**src/rtl/writeback_queue.sv**
```systemverilog
// writeback_queue: in-order FIFO of register writeback requests.
// The head entry is offered to the register bank write port every cycle the
// bank is not stalled; a 16-bit busy vector flags registers that still have a
// pending write so issue logic can detect read-after-write hazards.
module writeback_queue #(
  parameter int DATA_WIDTH = 32,
  parameter int DEPTH      = 4,
  parameter int CNT_WIDTH  = 3
) (
  input  logic                  clk,
  input  logic                  reset_n,
  input  logic                  flush,
  input  logic                  wb_valid,
  output logic                  wb_ready,
  input  logic [3:0]            wb_dest,
  input  logic [DATA_WIDTH-1:0] wb_data,
  input  logic                  stall,
  output logic [3:0]            destination,
  output logic [DATA_WIDTH-1:0] write_data,
  output logic                  write_en,
  output logic [15:0]           busy,
  output logic [CNT_WIDTH-1:0]  count
);

  localparam int PTR_WIDTH = $clog2(DEPTH);

  logic [3:0]            dest_mem [DEPTH];
  logic [DATA_WIDTH-1:0] data_mem [DEPTH];
  logic [PTR_WIDTH-1:0]  wr_ptr;
  logic [PTR_WIDTH-1:0]  rd_ptr;
  logic [CNT_WIDTH-1:0]  count_q;
  logic                  empty;
  logic                  full;
  logic                  push;
  logic                  pop;

  assign empty    = (count_q == '0);
  assign full     = (count_q == CNT_WIDTH'(DEPTH));
  // Readiness deliberately ignores a same-cycle pop: a full queue refuses.
  assign wb_ready = !full;
  assign write_en = !empty && !stall && !flush;
  assign pop      = write_en;
  // A flush discards any request presented in the same cycle.
  assign push     = wb_valid && !full && !flush;
  assign count    = count_q;

  assign destination = empty ? 4'h0 : dest_mem[rd_ptr];
  assign write_data  = empty ? '0   : data_mem[rd_ptr];

  // Control state: pointers and occupancy; reset beats flush beats push/pop.
  always_ff @(posedge clk) begin
    // NOTE: sequential state uses non-blocking assignments so every register
    // samples the pre-edge values, independent of statement order.
    if (!reset_n) begin
      wr_ptr  <= '0;
      rd_ptr  <= '0;
      count_q <= '0;
    end else if (flush) begin
      wr_ptr  <= '0;
      rd_ptr  <= '0;
      count_q <= '0;
    end else begin
      if (push) wr_ptr <= wr_ptr + PTR_WIDTH'(1);
      if (pop)  rd_ptr <= rd_ptr + PTR_WIDTH'(1);
      case ({push, pop})
        2'b10:   count_q <= count_q + CNT_WIDTH'(1);
        2'b01:   count_q <= count_q - CNT_WIDTH'(1);
        default: count_q <= count_q;
      endcase
    end
  end

  // Entry storage: written only on accepted requests.
  always_ff @(posedge clk) begin
    // NOTE: the storage array has no reset; its contents are only ever read
    // through occupied slots, so stale values are never observed.
    if (reset_n && push) begin
      dest_mem[wr_ptr] <= wb_dest;
      data_mem[wr_ptr] <= wb_data;
    end
  end

  // Busy vector: OR of the one-hot destination of every occupied entry.
  always_comb begin
    // NOTE: the default assignment before the loop keeps this purely
    // combinational; without it unassigned bits would infer latches.
    busy = '0;
    for (int i = 0; i < DEPTH; i++) begin
      if (CNT_WIDTH'(i) < count_q) begin
        busy[dest_mem[rd_ptr + PTR_WIDTH'(i)]] = 1'b1;
      end
    end
  end

endmodule
```
**config.mk**
```make
export PLATFORM = sky130hd
export DESIGN_NAME = writeback_queue
export DESIGN_NICKNAME = d
export VERILOG_FILES = /design/src/rtl/writeback_queue.sv
export SDC_FILE = /design/constraint.sdc
export NUM_CORES = 1
export LEC_CHECK = 0
export ABC_CLOCK_PERIOD_IN_PS = 3600
export CAP_MARGIN = 20
export CORE_MARGIN = 3
export CORE_UTILIZATION = 55
export DETAILED_ROUTE_END_ITERATION = 7
export DONT_BUFFER_PORTS = 1
export GPL_ROUTABILITY_DRIVEN = 0
export HOLD_SLACK_MARGIN = 0.03
export PLACE_DENSITY = 0.7
export SLEW_MARGIN = 10
export SYNTH_ARGS = -nofsm -noshare
export SYNTH_HDL_FRONTEND = slang
export SYNTH_SLANG_ARGS = --single-unit
export TNS_END_PERCENT = 20
```
**constraint.sdc**
```tcl
create_clock -name clk -period 3.6 [get_ports clk]
set_input_delay 0.36 -clock clk [delete_from_list [all_inputs] [get_ports clk]]
set_output_delay 0.36 -clock clk [all_outputs]
set_load 0.1 [all_outputs]
```
==> run summary <==
Status -> finished, final reports clean
Synth Area per Inst -> 14.08 µm²
Cts repair resizes -> 0
Remaining Overflow, GRT -> 0
First-pass GRT wire length -> 27300 µm
FP Rows -> 42
Die Ht -> 122.9 µm
Final period util -> 0.8872
Max frequency -> 313.1 MHz
Post-synth EDFFs -> 144
Die Area -> 0.01511 mm²
DRT antenna net count -> 0
Flop-to-flop setup slack -> 1.18 ns
Synth cell types -> 65
Share of cells above drive strength 1 -> 0.3166
CTS Sinks -> 153
Residual DRC count -> 0
Top cell type by total area after synthesis -> edfxtp_1
MaxCap Viol Count -> 0
Area fraction of the dominant cell type after synthesis -> 0.5750
Startpoint types -> flop
DRT met1 WL -> 6770 µm
H-tree levels -> 4
Min Tclk post-route -> 3.194 ns
VDD IR max -> 0.3534 mV
Share of synthesized registers carrying an async set or reset -> 0
Syn_nets -> 583
Bufs on Longest Clock Path -> 2
Initial DRC Count -> 562
Nets@finish -> 674
TritonCTS buffer count -> 17
GRT Overall Usage -> 0.2402
TritonRoute pass-1 iters -> 6
Buffers added on ports -> 0
Die Wd -> 122.9 µm
Final Core Density -> 0.6930
Yosys reg bits -> 153
Area Growth Syn to Fin -> 22.53%
Synth area leaders -> edfxtp_1 (58%), mux4_2 (10%), nor2b_1 (3.4%)
Via density -> 6.212
Leak pwr -> 3.100 nW
Clk_lat worst skew -> 0.41 ns
Placed instance area -> 0.008235 mm²
Arr. time, crit path -> 2.83 ns
Slew HR -> 0.4731
Crit-path cells -> buf_4, nor2b_1, a32oi_1, o22ai_1, a221oi_1, nand2_1, buf_4
Most used cell, CP -> buf_4
CTS root buffer -> clkbuf_16
CP Capture Type -> output port
Post-synthesis cell area -> 0.007520 mm²
Worst Clk Skew -> 0.01493 ns
Vias in the first global route -> 5116
Measured slew at the worst slew-check pin -> 0.7904 ns
Largest net degree at the start of global routing -> 40
Met2 wire len -> 8778 µm
Core Region -> 0.01330 mm²
Cell count after synthesis -> 534
Post-route cell area -> 0.009214 mm²
CP Max Fanout -> 36
Hold WS -> 0.3570 ns
Antenna violations before repair -> 1
Final Hold Viols -> 0
Slowest cell on the critical path -> dfxtp_2
Final HPWL DP -> 11450 µm
Setup violations, final -> 0
Top sig layer -> met4
Total Wirelength -> 17420 µm
Initial Util -> 0.5656
Setup TNS -> 0 ns
RSZ-0062 raised after global routing -> false
CP Buf/Inv Count -> 2
Main synth FF type -> edfxtp_1
Top delay family on crit path -> flip-flops
Synth cell count leaders -> edfxtp_1 (144), nor2b_1 (41), nor2_1 (37)
Vias after detailed routing -> 5063
DR WL met3 -> 1455 µm
Slew Viols, Final -> 0
HP Class -> in2reg
DR WL/cell -> 21.37 µm
Yosys warns -> 0
Worst endpoint required time -> 3.24 ns
Power per cell area -> 443.8 mW/mm²
Worst path max stage delay -> 0.84 ns
Worst-path clk slew -> 0.06 ns
Crit path kind -> reg2out
Sequential area share after synthesis -> 0.5990
I/O pin cnt -> 98
CTS tree -> done
Most common cell in the synthesized netlist -> edfxtp_1
==> layout make-up <==
type / count / area, µm²
sequential: 153 / 4511
fill: 888 / 4081
multi-input combinational: 327 / 2870
timing repair buffer: 109 / 968.4
clock buffer: 19 / 432.9
tap: 176 / 220.2
clock inverter: 13 / 142.6
inverter: 17 / 66.31
antenna: 1 / 2.502
==> placed cells by master (no fill, tap or decap), drive strengths merged, types with 8 or more instances in the layout <==
| master | instances |
|---|---|
| nand2b | 10 |
| clkbuf | 19 |
| edfxtp | 144 |
| nor2 | 39 |
| ha | 8 |
| mux2i | 10 |
| o21ai | 8 |
| inv | 21 |
| a22oi | 18 |
| mux4 | 35 |
| dfxtp | 9 |
| buf | 69 |
| dlygate4sd3 | 40 |
| and2 | 12 |
| nor2b | 41 |
| nand3 | 10 |
| a21oi | 11 |
| nand2 | 32 |
| nor3 | 12 |
==> state kept, by name, indices dropped and copies added, names as in the netlist, named ones only <==
signal and cells:
count 3, data_mem 128, dest_mem 16, rd_ptr 2, wr_ptr 2
==> per-stage QoR <==
stage | setup slack [ns] | total power [mW] | instances
detailed placement | 0.9342 | 2.359 | 742
finish | 0.4060 | 4.089 | 815
CTS | 0.4768 | 4.106 | 810
global placement | 0.9585 | 2.356 | 742
floorplan | -0.1908 | 2.277 | 534
global route | 0.2679 | 4.206 | 815
==> worst reg2reg max path, cell delays in order (launching register included) <==
cell	delay, ns
dfxtp_1	0.46
inv_1	0.10
ha_1	0.22
nand2_1	0.08
and2_0	0.14
buf_4	0.14
nor2b_1	0.22
and2_2	0.49
buf_12	0.26
==> where the power goes <==
part	switching, mW	internal, mW	leakage [nW]
registers	0.0136	1.96	1.38
clock network	0.690	1.03	0.267
logic	0.279	0.115	1.46
total	0.983	3.11	3.10
==> path summary, 6_finish.rpt <==
path              depth (start not counted)                  start                  endpoint
setup / recovery                          7                   flop                   busy[7]
hold / removal                            2                reset_n     count[2]$_SDFFE_PP0P_
setup reg to reg                          8  count[0]$_SDFFE_PP0P_  dest_mem[0][2]$_DFFE_PP_
hold reg to reg                           2  count[1]$_SDFFE_PP0P_     count[1]$_SDFFE_PP0P_
==> metal layers <==
layer	vias to the layer above	global-route usage
met3	41	0.07685
li1	2257	-
met4	0	0.09097
met2	283	0.3908
met5	-	0
met1	2482	0.3030
==> what timing repair did <==
| action | in CTS | in global routing |
|---|---|---|
| hold buffers | 36 | 4 |
| buffers inserted | 0 | 0 |
| hold endpoints to repair | 123 | 16 |
==> cells by family after synthesis <==
logic type,count (synthesis),synth area share
adders and majority gates,8,0.01331
DFF,153,0.5990
and+or+nand+nor,170,0.1185
muxes,50,0.1256
xor gates and xnor gates,5,0.005825
AOI/OAI and AO/OA,94,0.09867
buffers and inverters,54,0.03910
No activity file was read; power rests on OpenSTA's default activity.
